<file path="src/rtl/instr_fetch_unit.sv">
// Instruction fetch unit: single-outstanding imem initiator feeding decode through a small in-order buffer.
// Redirects flush the buffer and discard any response still in flight.
module instr_fetch_unit #(
    parameter logic [31:0] RESET_PC   = 32'h0000_0000,
    parameter int unsigned FIFO_DEPTH = 2
) (
    input  logic        clk_i,
    input  logic        rst_ni,
    output logic        imem_req_o,
    output logic [31:0] imem_addr_o,
    input  logic        imem_gnt_i,
    input  logic        imem_rvalid_i,
    input  logic [31:0] imem_rdata_i,
    input  logic        redirect_i,
    input  logic [31:0] redirect_pc_i,
    output logic        instr_valid_o,
    input  logic        instr_ready_i,
    output logic [31:0] instr_o,
    output logic [31:0] instr_pc_o,
    output logic        instr_fault_o
);
    localparam int PTR_W = (FIFO_DEPTH > 1) ? $clog2(FIFO_DEPTH) : 1;
    localparam int CNT_W = $clog2(FIFO_DEPTH + 1);

    typedef enum logic [1:0] {FETCH, WAIT, HALT} state_e;

    typedef struct packed {
        logic [31:0] pc;
        logic [31:0] instr;
        logic        fault;
    } entry_t;

    state_e      state_q, state_d;
    logic [31:0] pc_q, pc_d;
    logic [31:0] req_pc_q, req_pc_d;
    logic        discard_q, discard_d;

    entry_t             fifo_q [FIFO_DEPTH];
    logic [PTR_W-1:0]   rd_ptr_q, wr_ptr_q;
    logic [CNT_W-1:0]   count_q;
    logic               full, aligned, fault_push, push, pop;
    entry_t             push_entry, head;

    assign full    = (count_q == CNT_W'(FIFO_DEPTH));
    assign aligned = (pc_q[1:0] == 2'b00);

    // A misaligned PC never reaches the bus; it becomes a fault entry instead.
    assign imem_req_o  = rst_ni && (state_q == FETCH) && !full && !redirect_i && aligned;
    assign imem_addr_o = pc_q;
    assign fault_push  = (state_q == FETCH) && !full && !redirect_i && !aligned;

    always_comb begin
        state_d    = state_q;
        pc_d       = pc_q;
        req_pc_d   = req_pc_q;
        discard_d  = discard_q;
        push       = 1'b0;
        push_entry = '0;
        if (redirect_i) begin
            pc_d = redirect_pc_i;
            if (state_q == WAIT) begin
                // Response still owed: remember to swallow it when it shows up.
                if (imem_rvalid_i) begin
                    state_d   = FETCH;
                    discard_d = 1'b0;
                end else begin
                    discard_d = 1'b1;
                end
            end else begin
                state_d = FETCH;
            end
        end else begin
            unique case (state_q)
                FETCH: begin
                    if (fault_push) begin
                        push       = 1'b1;
                        push_entry = '{pc: pc_q, instr: 32'h0, fault: 1'b1};
                        state_d    = HALT;
                    end else if (imem_req_o && imem_gnt_i) begin
                        req_pc_d = pc_q;
                        pc_d     = pc_q + 32'd4;
                        state_d  = WAIT;
                    end
                end
                WAIT: begin
                    if (imem_rvalid_i) begin
                        state_d = FETCH;
                        if (discard_q) begin
                            discard_d = 1'b0;
                        end else begin
                            push       = 1'b1;
                            push_entry = '{pc: req_pc_q, instr: imem_rdata_i, fault: 1'b0};
                        end
                    end
                end
                default: ;
            endcase
        end
    end

    assign pop = instr_valid_o && instr_ready_i && !redirect_i;

    always_ff @(posedge clk_i or negedge rst_ni) begin
        if (!rst_ni) begin
            state_q   <= FETCH;
            pc_q      <= RESET_PC;
            req_pc_q  <= RESET_PC;
            discard_q <= 1'b0;
        end else begin
            state_q   <= state_d;
            pc_q      <= pc_d;
            req_pc_q  <= req_pc_d;
            discard_q <= discard_d;
        end
    end

    always_ff @(posedge clk_i or negedge rst_ni) begin
        if (!rst_ni) begin
            rd_ptr_q <= '0;
            wr_ptr_q <= '0;
            count_q  <= '0;
        end else if (redirect_i) begin
            rd_ptr_q <= '0;
            wr_ptr_q <= '0;
            count_q  <= '0;
        end else begin
            if (push) wr_ptr_q <= wr_ptr_q + PTR_W'(1);
            if (pop)  rd_ptr_q <= rd_ptr_q + PTR_W'(1);
            unique case ({push, pop})
                2'b10:   count_q <= count_q + CNT_W'(1);
                2'b01:   count_q <= count_q - CNT_W'(1);
                default: ;
            endcase
        end
    end

    // Storage needs no reset: outputs are masked while the buffer is empty.
    always_ff @(posedge clk_i) begin
        if (push) fifo_q[wr_ptr_q] <= push_entry;
    end

    assign head          = fifo_q[rd_ptr_q];
    assign instr_valid_o = (count_q != '0);
    assign instr_o       = instr_valid_o ? head.instr : 32'h0;
    assign instr_pc_o    = instr_valid_o ? head.pc    : 32'h0;
    assign instr_fault_o = instr_valid_o && head.fault;

endmodule

</file>
<file path="config.mk">
export PLATFORM = sky130hd
export DESIGN_NAME = instr_fetch_unit
export DESIGN_NICKNAME = d
export VERILOG_FILES = /design/src/rtl/instr_fetch_unit.sv
export SDC_FILE = /design/constraint.sdc
export NUM_CORES = 1
export LEC_CHECK = 0
export CELL_PAD_IN_SITES_DETAIL_PLACEMENT = 0
export CELL_PAD_IN_SITES_GLOBAL_PLACEMENT = 1
export CORE_ASPECT_RATIO = 1.5
export CORE_UTILIZATION = 37
export CTS_CLUSTER_SIZE = 10
export DETAILED_ROUTE_END_ITERATION = 8
export PLACE_DENSITY = 0.76
export SYNTH_ARGS = -nofsm -noshare
export SYNTH_HDL_FRONTEND = slang
export SYNTH_SLANG_ARGS = --single-unit
</file>
<file path="constraint.sdc">
create_clock -name clk_i -period 7 [get_ports clk_i]
set_clock_uncertainty 0.2 [all_clocks]
set_input_delay 0.7 -clock clk_i [delete_from_list [all_inputs] [get_ports clk_i]]
set_output_delay 0.7 -clock clk_i [all_outputs]
set_load 0.05 [all_outputs]
</file>
Yosys cells after proc, flatten, opt, wreduce, memory -nomap -nowiden
Memories as Yosys holds them, arrays and structs flattened. Cells that the tools add are included. W data, S select, Z words.

Flip-flop bits (word level): 71. Bits in latches: 0. Bits in writable memories: 130. Memory bits (read-only): 0. Bits of input ports: 70. Output and inout port bits: 99. Word-level logic and storage cells: 84. Memories kept: 1.

Add/sub/neg operators: 5. $mul: 0. Div/mod/pow operators: 0. $lt $le $gt $ge: 0. Eq/ne operators: 6. Shifts and indexed selects: 0. Muxes and demuxes: 35. Bitwise logic cells: 2. Reductions and logical operators: 28.

Memory list: fifo_q (depth 2, width 65, read ports 1, clocked after Yosys merged registers in 0, wr ports 1, RTL line 38) `entry_t fifo_q [FIFO_DEPTH];`.

Operators by type and width (count): $mux W65 (4); $mux W32 (6); $pmux W65 S2 (1); $add A32 B3 Y32 const B (1); $mux W1 (15); $mux W2 (6); $reduce_bool A2 Y1 (6); $logic_and A1 B1 Y1 (11); $pmux W2 S2 (2); $reduce_bool A3 Y1 (2); $eq A2 B1 Y1 const B (2); $eq A2 B2 Y1 const B (2); $logic_not A2 Y1 (2); $ne A4 B3 Y1 const B (1); $reduce_and A2 Y1 (2); $reduce_and A4 Y1 (1); $logic_not A1 Y1 (3); $reduce_and A3 Y1 (1); $add A1 B1 Y1 const B (2); $add A2 B1 Y2 const B (1); $ne A2 B2 Y1 const B (1); $not A1 Y1 (2); $pmux W1 S2 (1); $sub A2 B1 Y2 const B (1).

Depth between registers and ports, before layout
Gate-level depths: netlist (run 1).

Depth after elaboration: 11. Mapped depth: 8. Depth with buffers taken out: 5.

Least setup slack after synthesis (run 1)
No wires, ideal clock.

Path kind: input to register. Start point: in redirect_i. End point: mem fifo_q[0][0] in the netlist's numbering, enable pin. Setup time: 568 ps. Data arrival time: 5972 ps. Data required time: 6232 ps. Path slack: 260 ps. Stages on the path: 4. Path buffers: 1. Cell sequence: or2_1 > clkbuf_1 > o41a_1 > nor3_1.

Cells in the longest elaborated chain, start to end: 8.

RTL lines: start, declared (RTL line 14) `input logic redirect_i,`; $logic_not A1 Y1 (RTL line 50) `assign fault_push = (state_q == FETCH) && !full && !redirect_i && !aligned;`; $logic_and A1 B1 Y1 (2 in series) (RTL line 50); $mux W1 (RTL line 75) `if (fault_push) begin`; $pmux W1 S2 (RTL line 73) `unique case (state_q)`; $mux W1 (*) (RTL line 59) `if (redirect_i) begin`; $mux W1 (*) (RTL line 139) `if (push) fifo_q[wr_ptr_q] <= push_entry;`; $mux W1 (not written as such) (*) (RTL line 139); end, declared (RTL line 38).

Every way passes the cells marked *; elsewhere a longest branch is shown, timed or not.

Worst setup path after layout (run 1)
Start point: reg rd_ptr_q. End point: out instr_pc_o[24].

Cells in the longest elaborated chain, start to end: 2.

RTL lines: start, declared (RTL line 39) `logic [PTR_W-1:0] rd_ptr_q, wr_ptr_q;`; start signal, assigned (RTL line 128) `if (pop) rd_ptr_q <= rd_ptr_q + PTR_W'(1);`; $mem_v2 Z2 W65; $mux W32 (RTL line 145) `assign instr_pc_o = instr_valid_o ? head.pc : 32'h0;`; end, declared (RTL line 19) `output logic [31:0] instr_pc_o,`.

No other way between the ends.

==> results of run 1 <==
## state kept, by name, summed over array words and instances (netlist names)
name / flops
count_q: 2
discard_q: 1
fifo_q: 130
imem_addr_o: 32
rd_ptr_q: 1
req_pc_q: 32
state_q: 2
wr_ptr_q: 1
## power breakdown
part           internal [W]  switching [W]  total (W)
registers           0.00139       0.000116    0.00151
logic              0.000262       0.000455   0.000717
clock network      0.000660       0.000445    0.00111
## routing by layer
| metal | global-route usage (%) | part of all wire [%] | vias to the layer above |
|---|---|---|---|
| met1 | 22.7 | 40 | 3210 |
| met5 | 0 | 0 | - |
| met3 | 2.45 | 5.5 | 27 |
| met2 | 32.2 | 52 | 235 |
| li1 | - | - | 3220 |
| met4 | 6.05 | 2.5 | 0 |
## cells by family after synthesis
kind of cell | synth area share, %
buffers and inverters | 3.09
XOR/XNOR | 0.575
AND/OR/NAND/NOR | 18.5
multiplexers | 7.47
flip-flops | 62.1
AO/OA/AOI/OAI | 8.06
adder cells (fa/ha/maj) | 0.137
## per-stage QoR
step,cell area [µm²],hold slack [ns],util (%),power (W)
2_1_floorplan,9140,0.204,-,0.00198
3_3_place_gp,11100,0.259,45.5,0.00224
3_5_place_dp,11100,0.263,45.5,0.00225
4_1_cts,11800,0.277,48.4,0.00336
5_1_grt,11800,0.295,48.4,0.00348
6_report,11800,0.273,48.4,0.00333
## path summary, 6_finish.rpt
path                         startpoint         endpoint  slack, ns
min in group asynchronous        rst_ni  imem_addr_o[28]       0.41
max reg2reg                  state_q[1]    fifo_q[0][10]       3.52
min reg2reg                req_pc_q[27]     req_pc_q[27]       0.27
min                        req_pc_q[27]     req_pc_q[27]       0.27
max                            rd_ptr_q   instr_pc_o[24]       3.04
max in group asynchronous        rst_ni         rd_ptr_q       4.99
## what timing repair did
action	CTS	global route
hold buffers	1	0
endpoints found under the setup margin	0	0
endpoints found under the hold margin	9	0
## worst max-delay path, stage by stage (launching register included)
cell	delay, ns
sky130_fd_sc_hd__dfrtp_4	1.15
sky130_fd_sc_hd__mux2i_1	0.33
sky130_fd_sc_hd__nor2_1	0.15
sky130_fd_sc_hd__clkdlybuf4s50_1	0.82
## cells in the final DEF (no fill, tap or decap), types with 7 or more instances in the layout
cell	instances
sky130_fd_sc_hd__clkdlybuf4s50_1	166
sky130_fd_sc_hd__edfxtp_1	130
sky130_fd_sc_hd__nor2_1	124
sky130_fd_sc_hd__nand2_1	105
sky130_fd_sc_hd__dfrtp_1	70
sky130_fd_sc_hd__mux2i_1	66
sky130_fd_sc_hd__and3_1	35
sky130_fd_sc_hd__a22oi_1	31
sky130_fd_sc_hd__clkbuf_16	25
sky130_fd_sc_hd__nand4_1	17
sky130_fd_sc_hd__clkbuf_1	16
sky130_fd_sc_hd__o21ai_0	14
sky130_fd_sc_hd__a31oi_1	14
sky130_fd_sc_hd__nand3_1	13
sky130_fd_sc_hd__buf_4	11
sky130_fd_sc_hd__or4_1	10
sky130_fd_sc_hd__nor4_1	7
sky130_fd_sc_hd__o31ai_1	7
## layout make-up
class | instances | share of cell area, %
flip-flops and latches | 201 | 48.3
well taps | 324 | 3.44
clock inverters | 1 | 0.0744
multi-input cells | 531 | 27.2
clock buffers | 41 | 5.82
repair buffers | 180 | 15.0
inverters | 7 | 0.223
==> impl_metrics.xml, run 1 <==
<?xml version="1.0" encoding="UTF-8"?>
<metrics>
  <group name="route">
    <metric name="dr.first_iter.drc_count" unit="">379</metric>
    <metric name="vias_per_cell" unit="">5.21</metric>
    <metric name="firstDrtPassIters" unit="">5</metric>
    <metric name="remaining_drcs" unit="">0</metric>
    <metric name="route.vias.total" unit="">6692</metric>
    <metric name="antenna_left" unit="">0</metric>
    <metric name="wire_per_inst" unit="µm">17.8</metric>
    <metric name="detailed_route_wire_length" unit="µm">22900</metric>
  </group>
  <group name="yosys">
    <metric name="syn_inst" unit="">803</metric>
    <metric name="synth_top_flop_cell" unit="">sky130_fd_sc_hd__edfxtp_1</metric>
    <metric name="number_of_synthesized_flops_with_an_enable_pin" unit="">130</metric>
    <metric name="synthMostInstantiatedCell" unit="">sky130_fd_sc_hd__edfxtp_1</metric>
    <metric name="synth_top_area_share" unit="%">42.7</metric>
    <metric name="post_synth_design_cell_area" unit="µm²">9140</metric>
    <metric name="yosys-top-cells-area" unit="">sky130_fd_sc_hd__edfxtp_1 43%, sky130_fd_sc_hd__dfrtp_1 19%, sky130_fd_sc_hd__mux2i_1 7.2%, sky130_fd_sc_hd__nor2_1 5.1%, sky130_fd_sc_hd__nand2_1 4.3%</metric>
    <metric name="synth_top_cell_by_area" unit="">sky130_fd_sc_hd__edfxtp_1</metric>
    <metric name="synth_warnings" unit="">0</metric>
    <metric name="synthArstFlopShare" unit="%">35.3</metric>
    <metric name="netlist_top_cells_count" unit="">130 x sky130_fd_sc_hd__edfxtp_1, 125 x sky130_fd_sc_hd__nor2_1, 105 x sky130_fd_sc_hd__nand2_1, 71 x sky130_fd_sc_hd__dfrtp_1, 66 x sky130_fd_sc_hd__mux2i_1</metric>
    <metric name="ys_types" unit="">57</metric>
    <metric name="sequential_share_of_the_synthesized_area" unit="%">62.1</metric>
    <metric name="synth_seq_cells" unit="">201</metric>
    <metric name="postSynthAreaPerCell" unit="µm²">11.4</metric>
    <metric name="postSynthNetCount" unit="">874</metric>
  </group>
  <group name="grt">
    <metric name="overflow" unit="">0</metric>
    <metric name="track_usage" unit="%">18.3</metric>
    <metric name="grt_first_pass_wirelength" unit="µm">36000</metric>
    <metric name="grt_start_max_net_pins" unit="">69</metric>
    <metric name="grt_pass1_vias" unit="">6679</metric>
    <metric name="antenna_found_initial" unit="">0</metric>
  </group>
  <group name="die">
    <metric name="core_region_area" unit="µm²">24300</metric>
    <metric name="count_of_standard_cell_rows" unit="">70</metric>
    <metric name="die_w" unit="µm">130</metric>
    <metric name="die_area" unit="µm²">25400</metric>
    <metric name="initial_utilization" unit="%">37.6</metric>
    <metric name="ios" unit="">169</metric>
    <metric name="die_y_extent" unit="µm">195</metric>
  </group>
  <group name="clock_network">
    <metric name="cts_max_level" unit="">1</metric>
    <metric name="clock_tree.root_cell" unit="">sky130_fd_sc_hd__clkbuf_16</metric>
    <metric name="clk_latency" unit="ns">0.50</metric>
    <metric name="clkTransAtPathRegs" unit="ns">0.05</metric>
    <metric name="cts_tree" unit="">yes</metric>
    <metric name="clock_sinks" unit="">201</metric>
    <metric name="ctsResizeCount" unit="">0</metric>
    <metric name="numCtsBuffers" unit="">24</metric>
    <metric name="clk_path_buf_depth" unit="">3</metric>
    <metric name="postCtsSetupRepairBufs" unit="">0</metric>
  </group>
  <group name="sta">
    <metric name="final.setup.worst_slack" unit="ns">3.04</metric>
    <metric name="finalMaxSlewViolations" unit="">0</metric>
    <metric name="fmax" unit="MHz">253</metric>
    <metric name="final.min_clock_period" unit="ns">3.96</metric>
    <metric name="finalSetupTns" unit="ns">0</metric>
    <metric name="min_period_over_period" unit="%">56.5</metric>
    <metric name="hold_violations" unit="">0</metric>
    <metric name="setup-violations-final" unit="">0</metric>
    <metric name="tightest_pin_transition" unit="ns">1.18</metric>
    <metric name="timing.slew.headroom" unit="%">21.1</metric>
    <metric name="rsz0062_at_grt" unit="">false</metric>
  </group>
  <group name="cells_and_area">
    <metric name="flow.area_growth_from_synthesis" unit="%">28.8</metric>
    <metric name="finish.cell_count_without_fillers" unit="">1285</metric>
    <metric name="sequential_cell_area" unit="µm²">5680</metric>
    <metric name="finish.net_count" unit="">1016</metric>
    <metric name="drive_above_1_share" unit="%">6.14</metric>
    <metric name="antenna_cells_inserted" unit="">0</metric>
    <metric name="fillerInstances" unit="">2314</metric>
    <metric name="area_used_by_multi_input_combinational_logic" unit="µm²">3200</metric>
  </group>
  <group name="place">
    <metric name="dp_cells" unit="">1242</metric>
    <metric name="place_worst_setup_slack" unit="ns">2.72</metric>
    <metric name="port-buffer-count" unit="">168</metric>
    <metric name="gp_routability_congestion" unit="">0.760</metric>
    <metric name="hpwl" unit="µm">15100</metric>
  </group>
  <group name="worst_setup_path">
    <metric name="worstPathRequired" unit="ns">6.10</metric>
    <metric name="r2r_cells" unit="">5</metric>
    <metric name="worstSetupEndpointType" unit="">output port</metric>
    <metric name="crit_fanout" unit="">66</metric>
    <metric name="crit_arrival" unit="ns">3.06</metric>
    <metric name="critical_path_class" unit="">reg2out</metric>
    <metric name="startpoint_type" unit="">flop</metric>
  </group>
  <group name="power_and_ir_drop">
    <metric name="vdd.ir_drop.worst" unit="mV">0.167</metric>
    <metric name="power.density_cell_area" unit="nW/µm²">283</metric>
    <metric name="power_leakage" unit="nW">4.27</metric>
  </group>
  <group name="worst_hold_path">
    <metric name="hold_path_class" unit="">reg2reg</metric>
    <metric name="hold-path-cell-count" unit="">2</metric>
  </group>
  <group name="run">
    <metric name="maxCapViolCount" unit="">0</metric>
  </group>
  <group name="outcome">
    <metric name="run_status" unit="">finished, final reports clean</metric>
  </group>
</metrics>
No activity file was read; power rests on OpenSTA's default activity.
==> run 2: changes to the inputs <==
- CORE_UTILIZATION: 37 -> 41
- PLACE_DENSITY: 0.76 -> 0.79
- clock period: 7 -> 4 ns (I/O delays scaled with it)
==> run 2 against run 1 <==
The run now ends with hold timing left. Final area increased by 0.17%. Cell count down 3.4%. Sequential power grew 74%. Die area down 9.6%. Power rose by 75%. Clock power up 75%. Via count increased by 0.45%. First-iteration DRC count rose by 16%. Combinational power rose by 79%. Critical path type unchanged. Wire length shrank 2.3%. Sequential cell count stayed put. Critical path depth rose by 1. Largest cell class unchanged. Largest power group unchanged.
==> impl_metrics.xml, run 2 (synthesis results as in run 1) <==
<?xml version="1.0" encoding="UTF-8"?>
<metrics>
  <group name="outcome">
    <metric name="failed_checks" unit="">hold timing</metric>
    <metric name="run_status" unit="">finished, violations left</metric>
  </group>
  <group name="sta">
    <metric name="setup-violations-final" unit="">0</metric>
    <metric name="fmax" unit="MHz">298</metric>
    <metric name="timing.slew.headroom" unit="%">37.6</metric>
    <metric name="finalSetupTns" unit="ns">0</metric>
    <metric name="min_period_over_period" unit="%">83.8</metric>
    <metric name="final.min_clock_period" unit="ns">3.35</metric>
    <metric name="finalMaxSlewViolations" unit="">0</metric>
    <metric name="tightest_pin_transition" unit="ns">0.936</metric>
    <metric name="fin_hold_ws" unit="ns">-0.0174</metric>
    <metric name="hold_violations" unit="">59</metric>
    <metric name="rsz0062_at_grt" unit="">false</metric>
  </group>
  <group name="route">
    <metric name="vias_per_cell" unit="">5.42</metric>
    <metric name="remaining_drcs" unit="">0</metric>
    <metric name="firstDrtPassIters" unit="">5</metric>
    <metric name="dr.first_iter.drc_count" unit="">440</metric>
    <metric name="detailed_route_wire_length" unit="µm">22400</metric>
    <metric name="route.vias.total" unit="">6722</metric>
    <metric name="wire_per_inst" unit="µm">18.1</metric>
    <metric name="antenna_left" unit="">0</metric>
  </group>
  <group name="die">
    <metric name="ios" unit="">169</metric>
    <metric name="initial_utilization" unit="%">41.9</metric>
    <metric name="die_area" unit="µm²">22900</metric>
    <metric name="die_y_extent" unit="µm">185</metric>
    <metric name="die_w" unit="µm">124</metric>
    <metric name="count_of_standard_cell_rows" unit="">66</metric>
    <metric name="core_region_area" unit="µm²">21800</metric>
  </group>
  <group name="worst_setup_path">
    <metric name="worstSetupEndpointType" unit="">output port</metric>
    <metric name="startpoint_type" unit="">flop</metric>
    <metric name="critical_path.top_delay_family" unit="">buffers and inverters</metric>
    <metric name="crit_fanout" unit="">35</metric>
    <metric name="worstReg2RegEnd" unit="">imem_addr_o[17]</metric>
    <metric name="worstPathRequired" unit="ns">3.40</metric>
    <metric name="r2r_cells" unit="">5</metric>
    <metric name="crit_arrival" unit="ns">2.75</metric>
    <metric name="critical_path_class" unit="">reg2out</metric>
    <metric name="timing.critical_path.cells" unit="">buf_12 -&gt; mux2i_1 -&gt; nor2_1 -&gt; clkdlybuf4s50_1</metric>
    <metric name="r2r-start" unit="">state_q[0]</metric>
    <metric name="cp_slowest_cell" unit="">sky130_fd_sc_hd__dfrtp_4</metric>
    <metric name="critical-path-max-stage-delay" unit="ns">0.83</metric>
    <metric name="cp_num_buf_inv" unit="">2</metric>
    <metric name="ff2ff_setup_slack" unit="ns">1.33</metric>
  </group>
  <group name="clock_network">
    <metric name="cts_max_level" unit="">1</metric>
    <metric name="cts_hold_buf" unit="">0</metric>
    <metric name="clock_sinks" unit="">201</metric>
    <metric name="postCtsSetupRepairBufs" unit="">0</metric>
    <metric name="clkTransAtPathRegs" unit="ns">0.06</metric>
    <metric name="cts_tree" unit="">yes</metric>
    <metric name="clock_tree.root_cell" unit="">sky130_fd_sc_hd__clkbuf_16</metric>
    <metric name="clk_path_buf_depth" unit="">3</metric>
    <metric name="numCtsBuffers" unit="">24</metric>
    <metric name="clk_latency" unit="ns">0.50</metric>
    <metric name="ctsResizeCount" unit="">0</metric>
  </group>
  <group name="cells_and_area">
    <metric name="largest_register_ff_count" unit="">130</metric>
    <metric name="largest-register" unit="">fifo_q</metric>
    <metric name="fillerInstances" unit="">1932</metric>
    <metric name="final_common_cell" unit="">sky130_fd_sc_hd__clkdlybuf4s50_1</metric>
    <metric name="finish.net_count" unit="">1023</metric>
    <metric name="most_frequent_cells_in_the_layout" unit="">166 x sky130_fd_sc_hd__clkdlybuf4s50_1, 130 x sky130_fd_sc_hd__edfxtp_1, 124 x sky130_fd_sc_hd__nor2_1, 105 x sky130_fd_sc_hd__nand2_1, 70 x sky130_fd_sc_hd__dfrtp_1</metric>
    <metric name="antenna_cells_inserted" unit="">0</metric>
    <metric name="area_used_by_multi_input_combinational_logic" unit="µm²">3210</metric>
    <metric name="drive_above_1_share" unit="%">6.91</metric>
    <metric name="sequential_cell_area" unit="µm²">5680</metric>
    <metric name="finalCoreUtilization" unit="%">54.1</metric>
    <metric name="flow.area_growth_from_synthesis" unit="%">29.0</metric>
  </group>
  <group name="power_and_ir_drop">
    <metric name="power.switching" unit="W">0.00178</metric>
    <metric name="finalPower" unit="W">0.00584</metric>
    <metric name="vdd.ir_drop.worst" unit="mV">0.280</metric>
    <metric name="netSwitchingFraction" unit="%">30.5</metric>
    <metric name="sequentialPowerShare" unit="%">44.9</metric>
    <metric name="power.density_cell_area" unit="nW/µm²">495</metric>
    <metric name="internal-power" unit="W">0.00406</metric>
    <metric name="power_leakage" unit="nW">4.31</metric>
    <metric name="power_share_of_the_clock_group" unit="%">33.2</metric>
    <metric name="share_comb_of_total_power" unit="%">21.9</metric>
  </group>
  <group name="grt">
    <metric name="grt_use_met3" unit="%">2.34</metric>
    <metric name="grt_start_max_net_pins" unit="">72</metric>
    <metric name="overflow" unit="">0</metric>
    <metric name="global_route.peak_usage_layer" unit="">met2</metric>
    <metric name="grt_pass1_vias" unit="">6598</metric>
    <metric name="grt_first_pass_wirelength" unit="µm">35400</metric>
    <metric name="global_route.usage.met2" unit="%">35.9</metric>
    <metric name="grtUsageMet1" unit="%">25.0</metric>
    <metric name="antenna_found_initial" unit="">0</metric>
    <metric name="track_usage" unit="%">20.0</metric>
  </group>
  <group name="place">
    <metric name="hpwl" unit="µm">14900</metric>
    <metric name="port-buffer-count" unit="">168</metric>
    <metric name="gp_routability_congestion" unit="">0.776</metric>
  </group>
  <group name="run">
    <metric name="maxCapViolCount" unit="">0</metric>
  </group>
  <group name="worst_hold_path">
    <metric name="hold_path_class" unit="">in2async</metric>
  </group>
</metrics>
## run 2: cell count changes in the layout (fill, tap and decap cells not counted)
cell and delta:
sky130_fd_sc_hd__clkbuf_1 +1, sky130_fd_sc_hd__dlygate4sd3_1 -1, sky130_fd_sc_hd__nor3_4 +1, sky130_fd_sc_hd__nor3_2 -1, sky130_fd_sc_hd__buf_4 +6, sky130_fd_sc_hd__buf_12 +2
## run 2: worst register-to-register path, delay by kind of cell, from the launching register on
family,cells,cell delay (ns)
buf+inv,1,0.40
flops,1,0.53
simple gates,2,0.86
compound gates,2,0.55
## run 2: worst max path at each step
stage / cells past startpoint / slack (ns) / endpoint / from
4_1_cts: 4 / 0.57 / instr_o[24] / rd_ptr_q
2_1_floorplan: 4 / 0.40 / fifo_q[1][0] / state_q[1]
3_3_place_gp: 4 / 1.12 / instr_o[24] / rd_ptr_q
3_5_place_dp: 5 / 1.11 / fifo_q[1][40] / imem_rvalid_i
6_report: 4 / 0.65 / instr_o[26] / rd_ptr_q
5_1_grt: 4 / 0.50 / instr_o[24] / rd_ptr_q
## run 2: area by class of cell
class,count,area share [%]
clock buffer,42,5.84
clock inverter,1,0.0742
inverter,7,0.223
multi-input combinational,531,27.2
sequential,201,48.2
tap,272,2.88
timing repair buffer,187,15.6
## run 2: per-stage QoR
stage | hold slack [ns] | instance area (µm²) | setup slack (ns) | instances
floorplan | -0.0956 | 9160 | 0.404 | 803
global placement | 0.258 | 11100 | 1.12 | 1198
detailed placement | 0.263 | 11100 | 1.11 | 1198
CTS | 0.000671 | 11800 | 0.574 | 1241
global route | 0.0549 | 11800 | 0.503 | 1241
finish | -0.0174 | 11800 | 0.648 | 1241
## run 2: per-layer routing
layer / vias to the layer above / part of all wire, %
li1: 3241 / -
met1: 3254 / 42
met2: 192 / 52
met3: 35 / 4.6
met4: 0 / 2.0
met5: - / 0
## run 2: power by group through the flow
stage | Combinational [W] | Clock, W | Sequential, W
2_1_floorplan | 0.000789 | 0 | 0.00268
3_5_place_dp | 0.00129 | 0 | 0.00266
5_1_grt | 0.00138 | 0.00207 | 0.00265
6_report | 0.00128 | 0.00194 | 0.00262
4_1_cts | 0.00130 | 0.00198 | 0.00262
3_3_place_gp | 0.00128 | 0 | 0.00265
==> run 3: changes to the inputs <==
- clock period: 4 -> 3.4 ns (I/O delays scaled with it)
==> run 3 against run 2 <==
The run now ends clean. First-iteration DRC count down 11%. Global-route usage down 0.20 points. Clock-buffer cell count down 1. Register-to-register slack worse by 0.50 ns. Die area unchanged. Final area up 0.78%. Sequential share of layout area down 0.34 points. Largest power group unchanged.
==> impl_metrics.xml, run 3 (synthesis results as in run 1) <==
<?xml version="1.0" encoding="UTF-8"?>
<metrics>
  <group name="outcome">
    <metric name="run_status" unit="">finished, final reports clean</metric>
  </group>
  <group name="place">
    <metric name="hpwl" unit="µm">15100</metric>
    <metric name="port-buffer-count" unit="">168</metric>
    <metric name="gp_routability_congestion" unit="">0.781</metric>
    <metric name="dp_cells" unit="">1204</metric>
  </group>
  <group name="sta">
    <metric name="tightest_pin_transition" unit="ns">0.847</metric>
    <metric name="setup-violations-final" unit="">0</metric>
    <metric name="fmax" unit="MHz">321</metric>
    <metric name="min_period_over_period" unit="%">91.7</metric>
    <metric name="fin_hold_ws" unit="ns">0.0551</metric>
    <metric name="hold_violations" unit="">0</metric>
    <metric name="timing.slew.headroom" unit="%">43.6</metric>
    <metric name="final.min_clock_period" unit="ns">3.12</metric>
    <metric name="finalMaxSlewViolations" unit="">0</metric>
    <metric name="rsz0062_at_grt" unit="">false</metric>
  </group>
  <group name="worst_setup_path">
    <metric name="worstReg2RegEnd" unit="">fifo_q[0][61]</metric>
    <metric name="crit_arrival" unit="ns">2.58</metric>
    <metric name="r2r_cells" unit="">5</metric>
    <metric name="timing.critical_path.cells" unit="">buf_12 -&gt; mux2i_1 -&gt; nor2_1 -&gt; clkdlybuf4s50_1</metric>
    <metric name="critical_path.top_delay_family" unit="">buffers and inverters</metric>
    <metric name="ff2ff_setup_slack" unit="ns">0.83</metric>
    <metric name="worstSetupEndpointType" unit="">output port</metric>
    <metric name="critical-path-max-stage-delay" unit="ns">0.70</metric>
    <metric name="startpoint_type" unit="">flop</metric>
    <metric name="cp_num_buf_inv" unit="">2</metric>
    <metric name="cp_slowest_cell" unit="">sky130_fd_sc_hd__clkdlybuf4s50_1</metric>
    <metric name="crit_fanout" unit="">24</metric>
    <metric name="critical_path_class" unit="">reg2out</metric>
    <metric name="r2r-start" unit="">state_q[1]</metric>
    <metric name="worstPathRequired" unit="ns">2.86</metric>
  </group>
  <group name="cells_and_area">
    <metric name="flow.area_growth_from_synthesis" unit="%">30.0</metric>
    <metric name="final_common_cell" unit="">sky130_fd_sc_hd__clkdlybuf4s50_1</metric>
    <metric name="fillerInstances" unit="">1889</metric>
    <metric name="largest_register_ff_count" unit="">130</metric>
    <metric name="finish.net_count" unit="">1030</metric>
    <metric name="largest-register" unit="">fifo_q</metric>
    <metric name="drive_above_1_share" unit="%">7.79</metric>
    <metric name="most_frequent_cells_in_the_layout" unit="">166 x sky130_fd_sc_hd__clkdlybuf4s50_1, 130 x sky130_fd_sc_hd__edfxtp_1, 124 x sky130_fd_sc_hd__nor2_1, 105 x sky130_fd_sc_hd__nand2_1, 67 x sky130_fd_sc_hd__dfrtp_1</metric>
    <metric name="finish.cell_count_without_fillers" unit="">1247</metric>
    <metric name="antenna_cells_inserted" unit="">0</metric>
  </group>
  <group name="grt">
    <metric name="grt_first_pass_wirelength" unit="µm">35200</metric>
    <metric name="grt_start_max_net_pins" unit="">64</metric>
    <metric name="antenna_found_initial" unit="">0</metric>
    <metric name="track_usage" unit="%">19.8</metric>
    <metric name="grt_pass1_vias" unit="">6498</metric>
    <metric name="overflow" unit="">0</metric>
  </group>
  <group name="power_and_ir_drop">
    <metric name="power.switching" unit="W">0.00210</metric>
    <metric name="power_share_of_the_clock_group" unit="%">33.1</metric>
    <metric name="share_comb_of_total_power" unit="%">22.4</metric>
    <metric name="power_leakage" unit="nW">4.35</metric>
    <metric name="internal-power" unit="W">0.00479</metric>
    <metric name="sequentialPowerShare" unit="%">44.6</metric>
    <metric name="netSwitchingFraction" unit="%">30.4</metric>
    <metric name="power.density_cell_area" unit="nW/µm²">579</metric>
    <metric name="vdd.ir_drop.worst" unit="mV">0.376</metric>
  </group>
  <group name="clock_network">
    <metric name="postCtsSetupRepairBufs" unit="">0</metric>
    <metric name="clkTransAtPathRegs" unit="ns">0.06</metric>
    <metric name="cts_tree" unit="">yes</metric>
    <metric name="clock_tree.root_cell" unit="">sky130_fd_sc_hd__clkbuf_16</metric>
    <metric name="clk_latency" unit="ns">0.50</metric>
    <metric name="cts_max_level" unit="">1</metric>
    <metric name="clk_path_buf_depth" unit="">3</metric>
    <metric name="cts_hold_buf" unit="">1</metric>
    <metric name="clock_sinks" unit="">201</metric>
    <metric name="ctsResizeCount" unit="">0</metric>
    <metric name="numCtsBuffers" unit="">24</metric>
  </group>
  <group name="die">
    <metric name="core_region_area" unit="µm²">21800</metric>
    <metric name="die_area" unit="µm²">22900</metric>
    <metric name="initial_utilization" unit="%">41.9</metric>
    <metric name="die_w" unit="µm">124</metric>
    <metric name="ios" unit="">169</metric>
    <metric name="die_y_extent" unit="µm">185</metric>
    <metric name="count_of_standard_cell_rows" unit="">66</metric>
  </group>
  <group name="worst_hold_path">
    <metric name="hold_path_class" unit="">in2async</metric>
  </group>
  <group name="route">
    <metric name="route.vias.total" unit="">6752</metric>
    <metric name="antenna_left" unit="">0</metric>
    <metric name="detailed_route_wire_length" unit="µm">22400</metric>
    <metric name="dr.first_iter.drc_count" unit="">393</metric>
    <metric name="wire_per_inst" unit="µm">17.9</metric>
    <metric name="firstDrtPassIters" unit="">5</metric>
    <metric name="vias_per_cell" unit="">5.41</metric>
    <metric name="remaining_drcs" unit="">0</metric>
  </group>
  <group name="run">
    <metric name="maxCapViolCount" unit="">0</metric>
  </group>
</metrics>
## run 3: per-layer routing
metal	GRT usage (%)	vias up	wire length, µm	part of all wire [%]
met2	34.5	197	11400	51
met1	25.4	3270	9350	42
met3	2.59	32	1130	5.1
li1	-	3253	-	-
met4	5.86	0	469	2.1
met5	0	-	0	0
## run 3: worst max path at each step
stage | start | endpoint | slack [ns] | cells past startpoint
floorplan | state_q[1] | fifo_q[0][0] | -0.03 | 4
global placement | imem_rvalid_i | fifo_q[1][41] | 0.60 | 5
detailed placement | imem_rvalid_i | fifo_q[0][38] | 0.58 | 5
CTS | rd_ptr_q | instr_pc_o[24] | 0.27 | 4
global route | rd_ptr_q | instr_pc_o[24] | 0.17 | 4
finish | rd_ptr_q | instr_pc_o[24] | 0.28 | 4
## run 3: per-stage QoR
step / total power (W) / cell area [µm²] / worst slack, ns / setup TNS, ns / utilization, %
after floorplan: 0.00408 / 9170 / -0.0288 / -1.87 / -
after global placement: 0.00465 / 11200 / 0.604 / 0 / 51.3
after detailed placement: 0.00467 / 11200 / 0.577 / 0 / 51.3
after CTS: 0.00694 / 11900 / 0.265 / 0 / 54.5
after global routing: 0.00718 / 11900 / 0.169 / 0 / 54.5
final: 0.00689 / 11900 / 0.284 / 0 / 54.5
## run 3: final cells by class
class / count / area, µm² / share of cell area, %
Multi-Input combinational cell: 531 / 3210 / 27.0
Clock buffer: 41 / 686 / 5.77
Inverter: 7 / 26.3 / 0.221
Clock inverter: 1 / 8.76 / 0.0737
Sequential cell: 201 / 5690 / 47.8
Timing Repair Buffer: 194 / 1930 / 16.2
Tap cell: 272 / 340 / 2.86
## run 3: power groups by stage
stage / combinational (W) / sequential (W) / clock (W)
after floorplan: 0.000932 / 0.00315 / 0
after global placement: 0.00154 / 0.00311 / 0
after detailed placement: 0.00155 / 0.00311 / 0
after CTS: 0.00156 / 0.00307 / 0.00231
after global routing: 0.00167 / 0.00310 / 0.00241
final: 0.00154 / 0.00307 / 0.00228
